File: src/rtl/multicycle_seq_control_if.sv
// Control/status bundle between the sequencer and the datapath / host.
interface multicycle_seq_control_if #(
    parameter int CNT_W = 8
);
    logic             Start;
    logic [CNT_W-1:0] NumInstr;
    logic             Hold;
    logic             Abort;
    logic             Ready;
    logic             Dec_en;
    logic             Rd_en;
    logic             Ex_en;
    logic             Wen;
    logic             Done;
    logic [2:0]       State;
    logic [CNT_W-1:0] InstrIdx;

    // Host / testbench side: issues commands, observes status and enables.
    modport master (
        output Start, NumInstr, Hold, Abort,
        input  Ready, Dec_en, Rd_en, Ex_en, Wen, Done, State, InstrIdx
    );

    // Sequencer side.
    modport slave (
        input  Start, NumInstr, Hold, Abort,
        output Ready, Dec_en, Rd_en, Ex_en, Wen, Done, State, InstrIdx
    );
endinterface

File: src/rtl/multicycle_seq_control.sv
// Multi-cycle instruction sequencer: DECODE -> FETCH -> EXEC (EXEC_CYCLES)
// -> WB per instruction, for a batch of NumInstr instructions per Start.
// Supports stall (Hold), cancel (Abort), a completion pulse and stage enables.
module multicycle_seq_control #(
    parameter int EXEC_CYCLES = 1,
    parameter int CNT_W       = 8
) (
    input logic                     CLK,
    input logic                     RST,
    multicycle_seq_control_if.slave bus
);
    typedef enum logic [2:0] {
        IDLE   = 3'b000,
        DECODE = 3'b001,
        FETCH  = 3'b010,
        EXEC   = 3'b011,
        WB     = 3'b100
    } state_t;

    localparam logic [7:0]       EC_LAST = 8'(EXEC_CYCLES - 1);
    localparam logic [CNT_W-1:0] ONE     = CNT_W'(1);

    // Held as a raw 3-bit vector so the unused codes 101..111 stay representable
    // and recover to IDLE through the default branch.
    logic [2:0]       state_q, state_d;
    logic [CNT_W-1:0] idx_q, idx_d;
    logic [CNT_W-1:0] num_q, num_d;
    logic [7:0]       ecnt_q, ecnt_d;
    logic             done_q, done_d;
    logic             last_instr;

    assign last_instr = (idx_q == num_q - ONE);

    // Next-state logic: Abort outranks Hold; WB never stalls so Wen is one cycle.
    always_comb begin
        state_d = state_q;
        idx_d   = idx_q;
        num_d   = num_q;
        ecnt_d  = ecnt_q;
        done_d  = 1'b0;
        case (state_q)
            IDLE: begin
                if (bus.Start && !bus.Abort) begin
                    if (bus.NumInstr != '0) begin
                        num_d   = bus.NumInstr;
                        idx_d   = '0;
                        state_d = DECODE;
                    end else begin
                        done_d = 1'b1;
                    end
                end
            end
            DECODE: begin
                if (bus.Abort) begin
                    state_d = IDLE;
                    idx_d   = '0;
                end else if (!bus.Hold) begin
                    state_d = FETCH;
                end
            end
            FETCH: begin
                if (bus.Abort) begin
                    state_d = IDLE;
                    idx_d   = '0;
                end else if (!bus.Hold) begin
                    state_d = EXEC;
                    ecnt_d  = '0;
                end
            end
            EXEC: begin
                if (bus.Abort) begin
                    state_d = IDLE;
                    idx_d   = '0;
                end else if (!bus.Hold) begin
                    if (ecnt_q == EC_LAST) begin
                        state_d = WB;
                    end else begin
                        ecnt_d = ecnt_q + 8'd1;
                    end
                end
            end
            WB: begin
                if (bus.Abort) begin
                    state_d = IDLE;
                    idx_d   = '0;
                end else if (last_instr) begin
                    state_d = IDLE;
                    idx_d   = '0;
                    done_d  = 1'b1;
                end else begin
                    state_d = DECODE;
                    idx_d   = idx_q + ONE;
                end
            end
            default: begin
                state_d = IDLE;
            end
        endcase
    end

    // State and counter registers with asynchronous active-low reset.
    always_ff @(posedge CLK or negedge RST) begin
        if (!RST) begin
            state_q <= IDLE;
            idx_q   <= '0;
            num_q   <= '0;
            ecnt_q  <= '0;
            done_q  <= 1'b0;
        end else begin
            state_q <= state_d;
            idx_q   <= idx_d;
            num_q   <= num_d;
            ecnt_q  <= ecnt_d;
            done_q  <= done_d;
        end
    end

    assign bus.Ready    = (state_q == IDLE);
    assign bus.Dec_en   = (state_q == DECODE);
    assign bus.Rd_en    = (state_q == FETCH);
    assign bus.Ex_en    = (state_q == EXEC);
    assign bus.Wen      = (state_q == WB);
    assign bus.Done     = done_q;
    assign bus.State    = state_q;
    assign bus.InstrIdx = idx_q;
endmodule
File: src/flat_wrapper.sv
// flat-port wrapper written by rule: the top's interface ports become plain ports
module multicycle_seq_control_flat 
#(
    parameter int EXEC_CYCLES = 1,
    parameter int CNT_W       = 8
)
  (CLK, RST, bus_Start, bus_NumInstr, bus_Hold, bus_Abort, bus_Ready, bus_Dec_en, bus_Rd_en, bus_Ex_en, bus_Wen, bus_Done, bus_State, bus_InstrIdx);
  multicycle_seq_control_if #(.CNT_W(CNT_W)) bus_i ();
  input logic CLK;
  input logic RST;
  input wire logic [$bits(bus_i.Start)-1:0] bus_Start;
  input wire logic [$bits(bus_i.NumInstr)-1:0] bus_NumInstr;
  input wire logic [$bits(bus_i.Hold)-1:0] bus_Hold;
  input wire logic [$bits(bus_i.Abort)-1:0] bus_Abort;
  output wire logic [$bits(bus_i.Ready)-1:0] bus_Ready;
  output wire logic [$bits(bus_i.Dec_en)-1:0] bus_Dec_en;
  output wire logic [$bits(bus_i.Rd_en)-1:0] bus_Rd_en;
  output wire logic [$bits(bus_i.Ex_en)-1:0] bus_Ex_en;
  output wire logic [$bits(bus_i.Wen)-1:0] bus_Wen;
  output wire logic [$bits(bus_i.Done)-1:0] bus_Done;
  output wire logic [$bits(bus_i.State)-1:0] bus_State;
  output wire logic [$bits(bus_i.InstrIdx)-1:0] bus_InstrIdx;
  assign bus_i.Start = bus_Start;
  assign bus_i.NumInstr = bus_NumInstr;
  assign bus_i.Hold = bus_Hold;
  assign bus_i.Abort = bus_Abort;
  assign bus_Ready = bus_i.Ready;
  assign bus_Dec_en = bus_i.Dec_en;
  assign bus_Rd_en = bus_i.Rd_en;
  assign bus_Ex_en = bus_i.Ex_en;
  assign bus_Wen = bus_i.Wen;
  assign bus_Done = bus_i.Done;
  assign bus_State = bus_i.State;
  assign bus_InstrIdx = bus_i.InstrIdx;
  multicycle_seq_control #(.EXEC_CYCLES(EXEC_CYCLES), .CNT_W(CNT_W)) u_core (.CLK(CLK), .RST(RST), .bus(bus_i));
endmodule
File: config.mk
export PLATFORM = sky130hd
export DESIGN_NAME = multicycle_seq_control_flat
export DESIGN_NICKNAME = d
export VERILOG_FILES = /design/src/rtl/multicycle_seq_control_if.sv /design/src/rtl/multicycle_seq_control.sv /design/src/flat_wrapper.sv
export SDC_FILE = /design/constraint.sdc
export NUM_CORES = 1
export LEC_CHECK = 0
export ABC_CLOCK_PERIOD_IN_PS = 2150
export BUFFER_PORTS_ARGS = -buffer_cell sky130_fd_sc_hd__buf_2
export CAP_MARGIN = 5
export CORE_MARGIN = 2
export CORE_UTILIZATION = 41
export CTS_BUF_LIST = sky130_fd_sc_hd__clkbuf_16
export DETAILED_ROUTE_END_ITERATION = 7
export GPL_ROUTABILITY_DRIVEN = 0
export SYNTH_ARGS = -nofsm -noshare
export SYNTH_HDL_FRONTEND = slang
export SYNTH_SLANG_ARGS = --single-unit
File: constraint.sdc
create_clock -name CLK -period 2.15 [get_ports CLK]
set_clock_uncertainty 0.05 [all_clocks]
set_input_delay 0.215 -clock CLK [delete_from_list [all_inputs] [get_ports CLK]]
set_output_delay 0.215 -clock CLK [all_outputs]
set_load 0.1 [all_outputs]
Yosys cells after proc, flatten, opt, wreduce, memory -nomap -nowiden. Index checks and enable logic that the tools add are counted.

Add/sub/neg operators: 3. Multiply operators: 0. Div/mod/pow operators: 0. $lt $le $gt $ge: 0. Equal/unequal tests: 17. Shifts and indexed selects: 0. Mux-type cells: 29. Bitwise gates (word level): 0. Reduce and logical (&&, ||, !) cells: 12.

Operators by type and width (count): $mux W8 (10); $mux W3 (10); $pmux W8 S3 (1); $add A8 B1 Y8 const B (2); $pmux W8 S2 (1); $pmux W3 S5 (1); $reduce_and A6 Y1 (2); $ne A2 B2 Y1 const B (5); $ne A3 B3 Y1 const B (3); $eq A8 B8 Y1 (1); $logic_not A8 Y1 (1); $reduce_bool A8 Y1 (1); $sub A8 B1 Y8 const B (1); $eq A3 B2 Y1 const B (2); $ne A2 B1 Y1 const B (3); $mux W1 (5); $reduce_and A4 Y1 (1); $eq A3 B1 Y1 const B (1); $eq A3 B3 Y1 const B (1); $logic_not A3 Y1 (1); $ne A3 B2 Y1 const B (1); $reduce_and A3 Y1 (1); $reduce_bool A3 Y1 (1); $reduce_or A3 Y1 (1); other kinds (4) (4).

Flip-flop bits (word level): 28. Latch bits: 0. RAM bits: 0. Bits in read-only memories: 0. Bits of input ports: 13. Word-level logic and storage cells: 66. Memories: 0.

Depth between registers and ports, before layout.
Depth in word-level cells: 5. Depth in mapped cells: 10.

Worst setup path before layout. Ideal clock, no wire load.

Path type: flip-flop to flip-flop. From: register u_core.state_q[1] (netlist: u_core.bus.State[1]). To: register u_core.idx_q[5] (netlist: u_core.bus.InstrIdx[5]). Arrival time: 3.966 ns. Slack: -1.987 ns. Cell stages (with the launch flop): 8. Path buffers: 2. Period minus slack after synthesis: 4.137 ns. Cells stage by stage: dfrtp_1 -> buf_2 -> nor3_1 -> o2bb2ai_1 -> buf_2 -> or3_1 -> a21oi_1 -> a21o_1.

Elaborated cells between the ends (all ways): 12. Classes of those cells: 7 x eq/ne; 1 x mux; 4 x reduce/logical.

RTL lines: start, declared (RTL line multicycle_seq_control.sv:25) `logic [2:0] state_q, state_d;`; start signal, assigned (RTL line multicycle_seq_control.sv:110) `state_q <= state_d;`; $logic_not A3 Y1 (*); named net bus_Ready (RTL line flat_wrapper.sv:15) `output wire logic [$bits(bus_i.Ready)-1:0] bus_Ready;`; $ne A2 B1 Y1 (no line) or $reduce_bool A3 Y1 (tied branches); $reduce_and A4 Y1 (no line); end signal, assigned (RTL line multicycle_seq_control.sv:111) `idx_q <= idx_d;`; end, declared (RTL line multicycle_seq_control.sv:26) `logic [CNT_W-1:0] idx_q, idx_d;`.

Mark *: on every way through the listed nets, which the timed path passes. The rest lies on a longest branch. A chain may end at the register's enable or synchronous reset.

Worst setup path after layout.
From: register u_core.ecnt_q[1]. To: register u_core.ecnt_q[5].

Cells in the longest elaborated chain, start to end: 5. Elaborated cells between the ends (all ways): 8. Classes of those cells: 1 x add/sub; 1 x eq/ne; 4 x mux; 2 x reduce/logical.

RTL lines: start, declared (RTL line multicycle_seq_control.sv:28) `logic [7:0] ecnt_q, ecnt_d;`; start signal, assigned (RTL line multicycle_seq_control.sv:113) `ecnt_q <= ecnt_d;`; $add A8 B1 Y8 (RTL line multicycle_seq_control.sv:78) `ecnt_d = ecnt_q + 8'd1;`; $mux W8 (RTL line multicycle_seq_control.sv:75) `if (ecnt_q == EC_LAST) begin`; $mux W8 (RTL line multicycle_seq_control.sv:74) `end else if (!bus.Hold) begin`; $mux W8 (RTL line multicycle_seq_control.sv:71) `if (bus.Abort) begin`; $pmux W8 S2 (RTL line multicycle_seq_control.sv:41) `case (state_q)`.

Parallel ways exist; a longest one is shown, timed or not. The select of a mux whose other input is x is not followed.

==> qor.yml <==
placement:
  place_hpwl_mm: 3.13
  port_buffers: 29
  place_area_um2: 2100
final_layout:
  fin_area_um2: 2330
  drive_gt1_share_pct: 48.1
  fill_cells: 362
  fin_nets: 251
  syn_to_final_growth_pct: 39.7
  diodes: 0
global_route:
  grt-ovfl-total: 0
  grt_pass1_wl_mm: 7.10
  antenna_found_initial: 0
  globalRouteTotalUtil_pct: 20.6
  grt_start_max_net_pins: 29
  grt_pass1_vias: 1586
hold_path:
  hp-class: "in2reg"
critical_path:
  reg2reg_from: "u_core.ecnt_q[1]"
  critPathCapture: "u_core.ecnt_q[5]"
  cp-start-kind: "flop"
  worstPathRequired_ns: 2.26
  worstSetupStartpoint: "u_core.ecnt_q[1]"
  crit_path_end_kind: "flop"
  path_class: "reg2reg"
  path_max_fanout: 3
  r2r-end: "u_core.ecnt_q[5]"
  ff2ff_setup_slack_ns: -0.16
  worstPathArrival_ns: 2.42
  worst-r2r-cell-count: 9
synth:
  synth.most_common_cell: "dfrtp_1"
  yosysSeqAreaShare_pct: 42.0
  syn_nets: 193
  ys_ff_latch: 28
  synth_top_area_share_pct: 42.0
  ys_warn_count: 0
  syn_avg_cell_area_um2: 9.48
  ys_types: 45
  yosys-top-cells-area: "dfrtp_1 42%, xnor2_1 6.3%, mux2_2 4.0%"
  syn_inst: 176
  async_flop_share_pct: 100
  synth_area_leader_cell: "dfrtp_1"
  yosys-top-cells-count: "28 x dfrtp_1, 16 x nor2_1, 15 x nand2_1"
  ys.flop_type: "dfrtp_1"
  synth_edf_count: 0
  synthesis.area_um2: 1670
run_status:
  violations: "setup timing"
  status: "finished with violations"
timing:
  finalSetupViolations: 9
  worst_slew_pin_slew_ns: 0.647
  fmax_mhz: 432
  slew_violations: 0
  timing.final.crit_share_pct: 108
  hold_viol_final: 0
  period_needed_ns: 2.31
  setup_slack_ns: -0.163
  relSlewSlack_pct: 56.9
  rsz0062_at_grt: "true"
floorplanning:
  rows: 23
  core_um2: 3970
  ios: 30
  start_util_pct: 42.0
  fp.dieW_um: 67.8
  die_area_um2: 4600
  die_h_um: 67.8
clock_tree:
  cts_max_path_buffers: 2
  clock_latency_ns: 0.27
  cts_tree: "done"
  cts_sinks: 28
  clk_pin_slew_worst_paths_ns: 0.07
  htreeDepth: 1
  cts_buffers: 3
  clockRootBuffer: "clkbuf_16"
routing:
  drc: 0
  first_pass_iters: 4
  finalWirelength_mm: 4.26
  drt_iter0_markers: 68
  vias: 1511
  drtAntennaViolNets: 0
  routed_via_density: 5.34
  avgRoutedWirePerCell_um: 15.0
pwr:
  power.total_w: 0.00184
  leakage_nw: 1.04
  ir_drop_mv: 0.414
  p_per_area_nw_per_um2: 788
run:
  maxCapViolations: 0
[cells by family after synthesis]
| kind of cell | after synthesis | synth area share [%] |
|---|---|---|
| XOR/XNOR | 18 | 9.45 |
| AND/OR/NAND/NOR | 77 | 25.5 |
| buffers and inverters | 14 | 4.65 |
| AO/OA/AOI/OAI | 29 | 11.4 |
| multiplexers | 6 | 4.05 |
| flip-flops | 28 | 42.0 |
| adder cells (fa/ha/maj) | 4 | 3.00 |
[cells in the final DEF (no fill, tap or decap), drive strengths merged, types with 2 or more instances in the layout]
master,instances
inv,7
nand3b,2
buf,59
ha,4
nor4,4
and2,2
o21ai,11
mux2,6
a21oi,5
or4,3
and3,2
nor3,9
xnor2,12
a21o,3
nand3,8
xor2,6
nand2b,4
or3,2
nand4,2
clkbuf,3
nand2,15
nor2,16
dfrtp,28
[stage by stage]
step	cells	setup slack, ns	TNS, ns	hold WS (ns)	utilization (%)
finish	283	-0.163	-0.810	0.109	58.7
global route	283	-0.274	-1.96	0.144	58.7
CTS	280	-0.158	-0.750	0.110	56.2
detailed placement	273	-0.191	-0.880	0.241	52.8
global placement	273	-0.0914	-0.355	0.221	52.8
floorplan	176	-0.332	-2.67	-0.131	-
[cell type report]
cell class	instances	area [µm²]	area share, %
clock inverters	1	3.75	0.161
repair buffers	60	388	16.6
flip-flops and latches	28	721	30.9
clock buffers	3	75.1	3.22
multi-input cells	134	1060	45.3
inverters	7	26.3	1.13
well taps	50	62.6	2.68
[power breakdown]
group | internal, W | switching, W
Sequential | 0.000599 | 0.0000916
Combinational | 0.000353 | 0.000359
Clock | 0.000250 | 0.000186
[worst min-delay path by stage]
stage                          from  slack [ns]              end  cells past startpoint
floorplan                       RST       -0.13  u_core.bus.Done                      0
global placement                RST        0.22  u_core.num_q[7]                      1
detailed placement              RST        0.24  u_core.num_q[7]                      1
CTS                 bus_NumInstr[1]        0.11  u_core.num_q[1]                      3
global route        bus_NumInstr[1]        0.14  u_core.num_q[1]                      3
finish              bus_NumInstr[1]        0.11  u_core.num_q[1]                      3
[worst max-delay path, stage by stage, from the launching register on]
cell and delay (ns):
dfrtp_1 0.38, inv_1 0.07, ha_1 0.12, or4b_1 0.42
or4_4 0.44, o21a_4 0.22, and4_4 0.20, nand3_2 0.07
xor2_1 0.16, nor2_1 0.05
[state kept, by name, summed over array words and instances (netlist names)]
register and count:
u_core.num_q 8, u_core.bus.State 3, u_core.ecnt_q 8, u_core.bus.InstrIdx 8, u_core.bus.Done 1
[what timing repair did]
action | CTS | global route
resized for setup | 6 | 18
endpoints found under the setup margin | 11 | 18
endpoints found under the hold margin | 28 | 0
hold buffers | 1 | 0
cloned | 0 | 0
buffers inserted | 2 | 3
pin swaps | 2 | 7
[per-layer routing]
| layer | vias to the layer above | track usage [%] | routed length [µm] |
|---|---|---|---|
| met4 | 0 | 6.50 | 50 |
| met1 | 749 | 23.3 | 1800 |
| met5 | - | 0 | 0 |
| li1 | 736 | - | - |
| met3 | 5 | 2.67 | 82 |
| met2 | 21 | 39.6 | 2330 |
Power figures use the tool's default switching activity.
